==> src/rtl/debounce_multi.sv <==
// Multi-channel pushbutton debouncer: per-channel 2-FF synchroniser, stability timer,
// press/release strobes, long-press level and auto-repeat strobes.
module debounce_multi #(
    parameter int CLK_FREQ    = 100_000_000,
    parameter int DEBOUNCE_MS = 10,
    parameter int CHANNELS    = 4,
    parameter int LONG_MS     = 1000,
    parameter int REPEAT_MS   = 200,
    parameter int ACTIVE_LOW  = 0
) (
    input  logic                clk,
    input  logic                reset_n,
    input  logic [CHANNELS-1:0] button_in,
    output logic [CHANNELS-1:0] button_out,
    output logic [CHANNELS-1:0] press_pulse,
    output logic [CHANNELS-1:0] release_pulse,
    output logic [CHANNELS-1:0] long_press,
    output logic [CHANNELS-1:0] repeat_pulse
);

    localparam int DB_CYC     = (CLK_FREQ / 1000) * DEBOUNCE_MS;
    localparam int LONG_CYC   = (CLK_FREQ / 1000) * LONG_MS;
    localparam int REPEAT_CYC = (CLK_FREQ / 1000) * REPEAT_MS;

    localparam int DB_W   = (DB_CYC > 1) ? $clog2(DB_CYC) : 1;
    localparam int HOLD_W = $clog2(LONG_CYC + 1);
    localparam int REP_W  = (REPEAT_CYC > 1) ? $clog2(REPEAT_CYC) : 1;

    localparam logic [DB_W-1:0]   DB_LAST   = DB_W'(DB_CYC - 1);
    localparam logic [HOLD_W-1:0] LONG_SAT  = HOLD_W'(LONG_CYC);
    localparam logic [HOLD_W-1:0] LONG_LAST = HOLD_W'(LONG_CYC - 1);
    localparam logic [REP_W-1:0]  REP_LAST  = REP_W'((REPEAT_CYC > 0) ? REPEAT_CYC - 1 : 0);
    localparam logic              REP_EN    = (REPEAT_CYC > 0);
    localparam logic              INVERT    = (ACTIVE_LOW != 0);

    if (DB_CYC < 1) begin : g_bad_db
        $error("debounce_multi: DB_CYC must be >= 1");
    end
    if (LONG_CYC < 1) begin : g_bad_long
        $error("debounce_multi: LONG_CYC must be >= 1");
    end

    logic [CHANNELS-1:0] in_n;
    logic [CHANNELS-1:0] sync0;
    logic [CHANNELS-1:0] sync1;
    logic [CHANNELS-1:0] flip;
    logic [DB_W-1:0]     db_cnt   [CHANNELS];
    logic [HOLD_W-1:0]   hold_cnt [CHANNELS];
    logic [REP_W-1:0]    rep_cnt  [CHANNELS];

    assign in_n = button_in ^ {CHANNELS{INVERT}};

    // A channel's debounced level flips on this edge once the new level has survived DB_CYC samples.
    always_comb begin
        flip = '0;
        for (int c = 0; c < CHANNELS; c++) begin
            flip[c] = (sync1[c] != button_out[c]) && (db_cnt[c] == DB_LAST);
        end
    end

    always_ff @(posedge clk or negedge reset_n) begin
        if (!reset_n) begin
            sync0         <= '0;
            sync1         <= '0;
            button_out    <= '0;
            press_pulse   <= '0;
            release_pulse <= '0;
            long_press    <= '0;
            repeat_pulse  <= '0;
            for (int c = 0; c < CHANNELS; c++) begin
                db_cnt[c]   <= '0;
                hold_cnt[c] <= '0;
                rep_cnt[c]  <= '0;
            end
        end else begin
            sync0 <= in_n;
            sync1 <= sync0;
            for (int c = 0; c < CHANNELS; c++) begin
                press_pulse[c]   <= 1'b0;
                release_pulse[c] <= 1'b0;
                repeat_pulse[c]  <= 1'b0;

                if (flip[c]) begin
                    button_out[c]    <= sync1[c];
                    press_pulse[c]   <= sync1[c];
                    release_pulse[c] <= ~sync1[c];
                    db_cnt[c]        <= '0;
                end else if (sync1[c] != button_out[c]) begin
                    db_cnt[c] <= db_cnt[c] + 1'b1;
                end else begin
                    db_cnt[c] <= '0;
                end

                // Any level change restarts the hold/repeat machinery; a fall also drops long_press.
                if (flip[c]) begin
                    hold_cnt[c]   <= '0;
                    rep_cnt[c]    <= '0;
                    long_press[c] <= 1'b0;
                end else if (button_out[c]) begin
                    if (hold_cnt[c] != LONG_SAT) begin
                        hold_cnt[c] <= hold_cnt[c] + 1'b1;
                    end
                    if (hold_cnt[c] == LONG_LAST) begin
                        long_press[c]   <= 1'b1;
                        repeat_pulse[c] <= REP_EN;
                        rep_cnt[c]      <= '0;
                    end else if (long_press[c] && REP_EN) begin
                        if (rep_cnt[c] == REP_LAST) begin
                            rep_cnt[c]      <= '0;
                            repeat_pulse[c] <= 1'b1;
                        end else begin
                            rep_cnt[c] <= rep_cnt[c] + 1'b1;
                        end
                    end
                end
            end
        end
    end

endmodule

==> config.mk <==
export PLATFORM = sky130hd
export DESIGN_NAME = debounce_multi
export DESIGN_NICKNAME = d
export VERILOG_FILES = /design/src/rtl/debounce_multi.sv
export SDC_FILE = /design/constraint.sdc
export NUM_CORES = 1
export LEC_CHECK = 0
export ABC_AREA = 1
export BUFFER_PORTS_ARGS = -buffer_cell sky130_fd_sc_hd__buf_4
export CAP_MARGIN = 10
export CORE_UTILIZATION = 42
export CTS_CLUSTER_SIZE = 30
export DETAILED_ROUTE_END_ITERATION = 8
export HOLD_SLACK_MARGIN = 0.1
export PLACE_DENSITY = 0.56
export RECOVER_POWER = 100
export SLEW_MARGIN = 20
export SYNTH_ARGS = -nofsm -noshare
export SYNTH_HDL_FRONTEND = slang
export SYNTH_SLANG_ARGS = --single-unit
==> constraint.sdc <==
create_clock -name clk -period 1.8 [get_ports clk]
set_input_delay 0 -clock clk [delete_from_list [all_inputs] [get_ports clk]]
set_output_delay 0 -clock clk [all_outputs]
set_load 0.02 [all_outputs]
==> flow_summary.json, run 1 <==
{
  "final_cells": 3990,
  "grt_pass1_vias": 19649,
  "via_per_inst": 5.13,
  "drc_errors": 0,
  "arrival_ns": 2.28,
  "dp.cells": 3843,
  "setup_viol": 13,
  "cts-htree-levels": 2,
  "status": "complete, but fails checks",
  "multi_input_area_mm2": 0.0120,
  "crit_family": "simple AND/OR/NAND/NOR gates",
  "setup_ws_ns": -0.0371,
  "dp_hpwl_mm": 39.6,
  "numPortBuffers": 25,
  "dr_total_vias": 20482,
  "ys_types": 44,
  "cts_tree": "built",
  "cts_buffers": 39,
  "start_util_pct": 42.7,
  "antenna_found_initial": 0,
  "rows": 80,
  "finalCritPeriodShare_pct": 102,
  "p_leak_nw": 13.0,
  "stdcell_area_mm2": 0.0266,
  "cp_max_fo": 5,
  "die_y_um": 223,
  "routed_wl_mm": 58.2,
  "power.share.combinational_pct": 2.1,
  "place_ws_ns": -0.389,
  "grt-ovfl-total": 0,
  "grt_first_pass_wirelength_mm": 94.0,
  "syn-num-nets": 3019,
  "drtAntennaViolNets": 0,
  "die_area_mm2": 0.0496,
  "violations": "setup timing",
  "switching_power_mw": 3.45,
  "p_int_mw": 12.2,
  "worstSetupStartpointType": "flop",
  "cpMaxStageDelayCell": "dfrtp_1",
  "area_growth_pct": 30.1,
  "cp_common_cell": "nand2_2",
  "clock-root-buffer": "clkbuf_16",
  "place.gp.congestion": 0.914,
  "path_cells": "ha_2 -> nand2_2 -> nor2_4 -> nand2_2 -> nor2_4 -> nand2_2 -> nand3_4 -> nand2_8 -> clkbuf_16 -> nand2_1 -> nand2_1",
  "report.final.slew_viol_count": 0,
  "syn_avg_cell_area_um2": 6.83,
  "slew-limit-headroom_pct": 41.2,
  "drt_iter0_drc": 1337,
  "synth_area_leaders": "dfrtp_1 (39%), nand2_1 (16%), nand3_1 (9.4%)",
  "ys_seq_elements": 316,
  "cpPeakStageDelay_ns": 0.41,
  "fin_util_pct": 55.5,
  "cp.required_ns": 2.25,
  "grt_usage_pct": 22.6,
  "cts_sinks": 316,
  "yosysTopAreaCell": "dfrtp_1",
  "ys_seq_area_share_pct": 38.6,
  "cap_viol_max_count": 0,
  "clock_skew_ns": 0.0198,
  "hold_class": "reg -> reg",
  "drive_gt1_share_pct": 21.1,
  "p_clk_share_pct": 52.1,
  "worst-path-buf-inv": 1,
  "hold_violations": 0,
  "placed_area_mm2": 0.0233,
  "timing.fmax_ghz": 0.544,
  "fill_cells": 4573,
  "powerDensity_mw_per_mm2": 587,
  "clk_latency_ns": 0.57,
  "ios": 26,
  "coreArea_mm2": 0.0479,
  "synth_top_area_share_pct": 38.6,
  "sw_frac_of_total_pct": 22.0,
  "seqCellArea_mm2": 0.00791,
  "syn_inst": 2997,
  "rsz0062_at_grt": "true",
  "yosysWarnings": 0,
  "fp.dieW_um": 223,
  "wl_per_cell_um": 14.6,
  "clk_pin_slew_worst_paths_ns": 0.06,
  "seq_power_share_pct": 45.8,
  "dr.pass1.iters": 6,
  "grt_max_degree": 67,
  "synth_area_mm2": 0.0205,
  "cts_buffer_depth": 3,
  "antennaDiodeCount": 0,
  "final_net_count": 3370,
  "worstSetupEndpointType": "flop",
  "path_class": "reg -> reg",
  "peakVddDrop_mv": 0.716,
  "worstMarginPinSlew_ns": 0.882,
  "layout_min_cycle_time_ns": 1.84
}
-- power by group through the flow --
stage,logic (mW),registers (mW),clock network [mW]
after floorplan,0.0809,7.28,0
after global placement,0.320,7.28,0
after detailed placement,0.323,7.29,0
after CTS,0.351,7.16,8.42
after global routing,0.390,7.16,8.72
final,0.332,7.17,8.14
-- flip-flops by register name, indices dropped and copies added, names as in the netlist --
signal	count
hold_cnt	108
rep_cnt	100
db_cnt	80
button_out	4
long_press	4
press_pulse	4
release_pulse	4
repeat_pulse	4
sync0	4
sync1	4
-- kinds of logic after synthesis --
group / after synthesis / share of synthesized area (%)
DFF: 316 / 38.6
buffers and inverters: 406 / 8.30
AOI/OAI and AO/OA: 114 / 2.95
and+or+nand+nor: 2000 / 42.8
xor gates and xnor gates: 145 / 6.33
adders and majority gates: 16 / 0.978
-- synthesized netlist by cell type (all sizes together) --
cell type / number
xor2: 108
nand2: 907
nand4: 92
clkinv: 1
buf: 65
nor2: 474
inv: 329
nand3: 390
nand3b: 26
nor3: 80
nor3b: 13
or2: 12
o21bai: 1
xnor2: 37
a21o: 2
nor4: 2
a21oi: 34
ha: 16
a211oi: 1
dfrtp: 316
o21a: 2
and2: 4
o21ai: 74
clkbuf: 11
-- per-stage QoR --
| step | TNS [ns] | total power, mW | hold slack [ns] |
|---|---|---|---|
| detailed placement | -15.52 | 7.61 | -0.0798 |
| finish | -0.199 | 15.6 | 0.349 |
| global placement | -10.16 | 7.60 | -0.0841 |
| floorplan | 0 | 7.36 | -0.296 |
| CTS | 0 | 15.9 | 0.349 |
| global route | -8.26 | 16.3 | 0.353 |
-- what timing repair did --
action	CTS	global route
endpoints found under the setup margin	199	254
pin swaps	4	75
endpoints found under the hold margin	320	0
gates cloned	1	23
hold buffers	11	0
buffers inserted	3	42
gates resized for setup	31	310
-- worst paths after layout --
| path | cells past startpoint | start | slack (ns) | endpoint |
|---|---|---|---|---|
| max reg2reg | 11 | hold_cnt[27]$_DFFE_PN0P_ | -0.04 | rep_cnt[30]$_DFFE_PN0P_ |
| max | 11 | hold_cnt[27]$_DFFE_PN0P_ | -0.04 | rep_cnt[30]$_DFFE_PN0P_ |
| max in group asynchronous | 4 | reset_n | 0.25 | hold_cnt[92]$_DFFE_PN0P_ |
| min reg2reg | 0 | sync0[3]$_DFF_PN0_ | 0.35 | sync1[3]$_DFF_PN0_ |
| min in group asynchronous | 4 | reset_n | 0.78 | rep_cnt[44]$_DFFE_PN0P_ |
| min | 0 | sync0[3]$_DFF_PN0_ | 0.35 | sync1[3]$_DFF_PN0_ |
-- cell usage in the layout (no fill, tap or decap), types with 5 or more instances in the layout --
cell and n:
buf_6 22, nor3_2 10, dfrtp_1 312, buf_4 284, nand3_1 326, clkbuf_8 6
nor2_1 407, nor3_4 5, a21oi_1 30, nand3b_1 26, nand3_4 8, nand2_1 821
nor2_2 36, clkinv_2 8, dlygate4sd3_1 10, nand2_4 24, nand2_2 58, clkbuf_16 55
nor3_1 65, ha_1 6, o21ai_1 34, nor3b_1 13, buf_8 5, or2_2 11
nor2_4 31, inv_1 303, xor2_1 108, nand3_2 56, o21ai_0 38, ha_2 7
nand2_8 6, xnor2_1 35, clkbuf_1 25, inv_2 23, nand4_1 91, buf_12 15
clkbuf_4 8
-- per-layer routing --
metal	share of wire [%]	up-vias	global-route usage [%]
met2	48	396	38.0
met1	46	9734	30.3
met5	0	-	0
li1	-	10260	-
met4	1.8	0	5.29
met3	4.4	92	3.56
-- final cells by class --
type | instances | area share, %
timing repair inverter | 1 | 0.0282
tap | 615 | 2.89
multi-input combinational | 2278 | 44.9
inverter | 330 | 4.78
clock buffer | 53 | 4.25
timing repair buffer | 382 | 12.7
clock inverter | 15 | 0.691
sequential | 316 | 29.7
Power figures use the tool's default switching activity.
==> run 2: changes to the inputs <==
--- a/config.mk
+++ b/config.mk
@@ -6,8 +6,10 @@
 export NUM_CORES = 1
 export LEC_CHECK = 0
 export ABC_AREA = 1
+export ABC_CLOCK_PERIOD_IN_PS = 1800
 export BUFFER_PORTS_ARGS = -buffer_cell sky130_fd_sc_hd__buf_4
 export CAP_MARGIN = 10
+export CORE_MARGIN = 5
 export CORE_UTILIZATION = 42
 export CTS_CLUSTER_SIZE = 30
 export DETAILED_ROUTE_END_ITERATION = 8
==> flow_summary.json, run 2 (synthesized netlist as in run 1, its figures left out) <==
{
  "area_growth_pct": 30.1,
  "arrival_ns": 2.36,
  "switching_power_mw": 3.48,
  "cpPeakStageDelay_ns": 0.43,
  "cts_sinks": 316,
  "violations": "setup timing",
  "grt-ovfl-total": 0,
  "worstSetupEndpointType": "flop",
  "largest_reg_flops": 108,
  "place.gp.congestion": 0.916,
  "cpMaxStageDelayCell": "dfrtp_2",
  "stdcell_area_mm2": 0.0266,
  "cts_tree": "built",
  "cts_buffers": 39,
  "antennaDiodeCount": 0,
  "coreArea_mm2": 0.0485,
  "path_cells": "ha_4 -> nand2_4 -> nor2_4 -> nand2_2 -> nor2_4 -> nand2_4 -> a21oi_4 -> clkbuf_16 -> nand3_2 -> nand2_1",
  "dr.pass1.iters": 5,
  "cts-htree-levels": 2,
  "drive_gt1_share_pct": 20.6,
  "cp.required_ns": 2.30,
  "antenna_found_initial": 0,
  "crit_path_start": "hold_cnt[27]$_DFFE_PN0P_",
  "start_util_pct": 42.2,
  "rsz0062_at_grt": "true",
  "grt_max_degree": 70,
  "clock-root-buffer": "clkbuf_16",
  "grt_pass1_vias": 19422,
  "setup_viol": 26,
  "hold_violations": 0,
  "die_area_mm2": 0.0533,
  "p_leak_nw": 13.0,
  "clk_latency_ns": 0.57,
  "p_int_mw": 12.0,
  "layout_min_cycle_time_ns": 1.86,
  "worst-path-buf-inv": 1,
  "drtAntennaViolNets": 0,
  "timing.fmax_ghz": 0.537,
  "peakVddDrop_mv": 0.508,
  "powerDensity_mw_per_mm2": 582,
  "placed_area_mm2": 0.0234,
  "top_register": "hold_cnt",
  "rows": 81,
  "final_net_count": 3362,
  "slew-limit-headroom_pct": 33.7,
  "drt_iter0_drc": 1338,
  "worstMarginPinSlew_ns": 0.994,
  "path_class": "reg -> reg",
  "cp.depth": 10,
  "dp.cells": 3850,
  "status": "complete, but fails checks",
  "grt_usage_pct": 20.4,
  "place_ws_ns": -0.443,
  "r2r-start": "hold_cnt[27]$_DFFE_PN0P_",
  "rr_worst_depth": 10,
  "dr_total_vias": 20443,
  "fill_cells": 4576,
  "die_y_um": 231,
  "dp_hpwl_mm": 39.1,
  "ios": 26,
  "clk_pin_slew_worst_paths_ns": 0.06,
  "tns_ns": -0.579,
  "grt_first_pass_wirelength_mm": 93.4,
  "multi_input_area_mm2": 0.0119,
  "worstSetupStartpointType": "flop",
  "top_regs": "hold_cnt (108), rep_cnt (100), db_cnt (80)",
  "final_cell_mix": "nand2_1 (830), nor2_1 (414), nand3_1 (324)",
  "power.share.combinational_pct": 2.0,
  "seq_power_share_pct": 46.2,
  "whs_path_depth": 0,
  "hold_class": "reg -> reg",
  "cp_max_fo": 5,
  "wl_per_cell_um": 14.7,
  "seqCellArea_mm2": 0.00792,
  "cts_buffer_depth": 3,
  "sw_frac_of_total_pct": 22.5,
  "final_cells": 3990,
  "mostFrequentLayoutCell": "nand2_1",
  "fin_util_pct": 54.9,
  "crit_family": "simple AND/OR/NAND/NOR gates",
  "fp.dieW_um": 231,
  "numPortBuffers": 25,
  "setup_ws_ns": -0.0625,
  "hp-start": "sync0[3]$_DFF_PN0_",
  "cap_viol_max_count": 0,
  "finalCritPeriodShare_pct": 103,
  "p_clk_share_pct": 51.7,
  "routed_wl_mm": 58.8,
  "clock_skew_ns": 0.0217,
  "report.final.slew_viol_count": 0,
  "via_per_inst": 5.12,
  "drc_errors": 0
}
run 2: layer usage:
metal	wire [um]	global-route usage, %
met4	1490	5.74
met2	28000	34.1
met3	2600	3.00
met5	0	0
met1	26700	27.7
run 2: layout make-up:
| class | instances | area share [%] |
|---|---|---|
| clock buffer | 53 | 4.20 |
| tap | 622 | 2.92 |
| inverter | 330 | 4.79 |
| timing repair inverter | 1 | 0.0282 |
| sequential | 316 | 29.7 |
| timing repair buffer | 374 | 12.8 |
| clock inverter | 16 | 0.648 |
| multi-input combinational | 2278 | 44.8 |
run 2: timing repair:
item,4_1_cts,5_1_grt
hold buffers,11,0
resized for setup,28,288
hold endpoints to repair,320,0
buffers inserted,10,21
cloned,1,29
pin swaps,6,109
endpoints found under the setup margin,173,257
run 2: worst paths after layout:
path                                                  to  slack, ns
worst min register to register        sync1[3]$_DFF_PN0_       0.35
worst max-delay path             rep_cnt[35]$_DFFE_PN0P_      -0.06
max in group asynchronous           db_cnt[73]$_DFF_PN0_       0.17
min in group asynchronous       hold_cnt[46]$_DFFE_PN0P_       0.69
worst min-delay path                  sync1[3]$_DFF_PN0_       0.35
worst max register to register   rep_cnt[35]$_DFFE_PN0P_      -0.06
run 2: per-stage QoR:
stage	hold WS (ns)	total power [mW]
2_1_floorplan	-0.296	7.36
3_3_place_gp	-0.0791	7.60
3_5_place_dp	-0.0762	7.61
4_1_cts	0.348	15.8
5_1_grt	0.364	16.1
6_report	0.346	15.5
run 2: worst register-to-register path: stages, from the launching register on:
cell and delay (ns):
dfrtp_2 0.43, ha_4 0.17, nand2_4 0.06, nor2_4 0.12, nand2_2 0.08, nor2_4 0.16, nand2_4 0.09, a21oi_4 0.31
clkbuf_16 0.23, nand3_2 0.07, nand2_1 0.08
run 2: power groups by stage:
stage / logic, mW / clock network, mW / registers (mW)
after floorplan: 0.0809 / 0 / 7.28
after global placement: 0.320 / 0 / 7.28
after detailed placement: 0.325 / 0 / 7.29
after CTS: 0.353 / 8.31 / 7.16
after global routing: 0.376 / 8.58 / 7.16
final: 0.317 / 8.02 / 7.16
==> run 3: changes to the inputs <==
--- a/config.mk
+++ b/config.mk
@@ -11,10 +11,9 @@
 export CAP_MARGIN = 10
 export CORE_MARGIN = 5
 export CORE_UTILIZATION = 42
-export CTS_CLUSTER_SIZE = 30
 export DETAILED_ROUTE_END_ITERATION = 8
 export HOLD_SLACK_MARGIN = 0.1
-export PLACE_DENSITY = 0.56
+export PLACE_DENSITY_LB_ADDON = 0.05
 export RECOVER_POWER = 100
 export SLEW_MARGIN = 20
 export SYNTH_ARGS = -nofsm -noshare
==> flow_summary.json, run 3 (synthesized netlist as in run 1, its figures left out) <==
{
  "p_leak_nw": 12.8,
  "globalRouteMet3Util_pct": 2.57,
  "coreArea_mm2": 0.0485,
  "grt-ovfl-total": 0,
  "drive_gt1_share_pct": 19.9,
  "final_cell_mix": "nand2_1 (823), nor2_1 (414), nand3_1 (329)",
  "top_register": "hold_cnt",
  "setup_viol": 17,
  "die_y_um": 231,
  "dr.pass1.iters": 5,
  "fill_cells": 4687,
  "arrival_ns": 2.31,
  "use_met2_pct": 33.2,
  "final_net_count": 3342,
  "path_class": "reg -> reg",
  "routed_wl_mm": 57.4,
  "cp_max_fo": 6,
  "powerDensity_mw_per_mm2": 604,
  "clock-root-buffer": "clkbuf_16",
  "cap_viol_max_count": 0,
  "place.gp.congestion": 0.909,
  "use_met1_pct": 29.0,
  "grt_first_pass_wirelength_mm": 93.0,
  "slew-limit-headroom_pct": 26.8,
  "grt_busiest_layer": "met2",
  "rows": 81,
  "drc_errors": 0,
  "area_growth_pct": 28.8,
  "wl_per_cell_um": 14.5,
  "largest_reg_flops": 108,
  "worstMarginPinSlew_ns": 1.10,
  "die_area_mm2": 0.0533,
  "worstSetupEndpointType": "flop",
  "grt_max_degree": 63,
  "finalCritPeriodShare_pct": 101,
  "drtAntennaViolNets": 0,
  "dp_hpwl_mm": 40.2,
  "rsz0062_at_grt": "true",
  "cts_tree": "built",
  "placed_area_mm2": 0.0233,
  "clk_pin_slew_worst_paths_ns": 0.06,
  "tns_ns": -0.288,
  "peakVddDrop_mv": 0.565,
  "cts_buffers": 40,
  "antennaDiodeCount": 0,
  "grt_usage_pct": 20.4,
  "antenna_found_initial": 0,
  "stdcell_area_mm2": 0.0264,
  "ios": 26,
  "place_ws_ns": -0.0810,
  "drt_iter0_drc": 1367,
  "top_regs": "hold_cnt (108), rep_cnt (100), db_cnt (80)",
  "whs_path_depth": 0,
  "fp.dieW_um": 231,
  "seqCellArea_mm2": 0.00792,
  "fin_util_pct": 54.3,
  "rr_worst_depth": 11,
  "hold_class": "reg -> reg",
  "multi_input_area_mm2": 0.0118,
  "hold_violations": 0,
  "cts-htree-levels": 2,
  "dr_total_vias": 20089,
  "fin_hold_ws_ns": 0.351,
  "status": "complete, but fails checks",
  "cts_sinks": 316,
  "setup_ws_ns": -0.0261,
  "clk_latency_ns": 0.55,
  "timing.fmax_ghz": 0.548,
  "report.final.slew_viol_count": 0,
  "numPortBuffers": 25,
  "grt_pass1_vias": 19007,
  "worstSetupStartpointType": "flop",
  "cp.required_ns": 2.29,
  "clock_skew_ns": 0.0120,
  "start_util_pct": 42.2,
  "via_per_inst": 5.06,
  "layout_min_cycle_time_ns": 1.83,
  "mostFrequentLayoutCell": "nand2_1",
  "violations": "setup timing",
  "cts_buffer_depth": 3
}
[run 3: cell types whose count changed in the layout (fill, tap and decap cells not counted), moves of 5 or more]
cell,previous run,this run
nor3_2,14,8
nand2_2,46,62
nor2_2,34,28
nand3_2,62,54
nand2_1,830,823
nor3_1,61,68
nand2_4,27,19
clkbuf_16,60,55
nor2_4,26,31
nand3_1,324,329
buf_4,268,253
[run 3: layer usage]
layer,up-vias,routed length [um]
li1,10203,-
met1,9477,27700
met2,328,26700
met3,81,1930
met4,0,1130
met5,-,0
[run 3: final cells by class]
type | count | share of cell area, %
clock buffer | 49 | 4.12
inverter | 330 | 4.78
tap | 622 | 2.95
clock inverter | 18 | 1.04
multi-input combinational | 2276 | 44.8
sequential | 316 | 30.0
timing repair inverter | 1 | 0.0285
timing repair buffer | 355 | 12.2
[run 3: worst max-delay path, cell delays in order (launching register included)]
cell and delay [ns]:
dfrtp_1 0.39, ha_2 0.22, nand2_4 0.08, nor2_8 0.13
nand2_4 0.08, nor2_4 0.14, nand2_2 0.10, a21oi_4 0.19
buf_12 0.14, clkbuf_16 0.14, nand3_1 0.07, nand2_1 0.06
[run 3: final timing paths]
path                                          start                      end  slack (ns)
min in group asynchronous                   reset_n  rep_cnt[42]$_DFFE_PN0P_        0.76
max in group asynchronous                   reset_n      db_cnt[5]$_DFF_PN0_        0.21
hold / removal                   sync0[3]$_DFF_PN0_       sync1[3]$_DFF_PN0_        0.35
setup reg to reg           hold_cnt[54]$_DFFE_PN0P_  rep_cnt[54]$_DFFE_PN0P_       -0.03
setup / recovery           hold_cnt[54]$_DFFE_PN0P_  rep_cnt[54]$_DFFE_PN0P_       -0.03
hold reg to reg                  sync0[3]$_DFF_PN0_       sync1[3]$_DFF_PN0_        0.35
[run 3: power by group]
group | leakage [nW] | internal, mW | switching, mW
clock network | 0.667 | 5.26 | 3.14
logic | 7.71 | 0.115 | 0.235
registers | 4.38 | 7.14 | 0.0261
total | 12.8 | 12.5 | 3.40
[run 3: metrics by stage]
stage	instances	power [mW]
5_1_grt	3967	16.6
3_3_place_gp	3839	7.62
2_1_floorplan	2997	7.36
3_5_place_dp	3839	7.63
4_1_cts	3919	16.2
6_report	3967	15.9
[run 3: repair_timing]
item                       CTS  global route
hold endpoints to repair   320             0
resized for setup           18           276
setup endpoints to repair  120           254
pin swaps                    2            92
hold buffers                10             0
cloned                       0            20
setup buffers                3            28
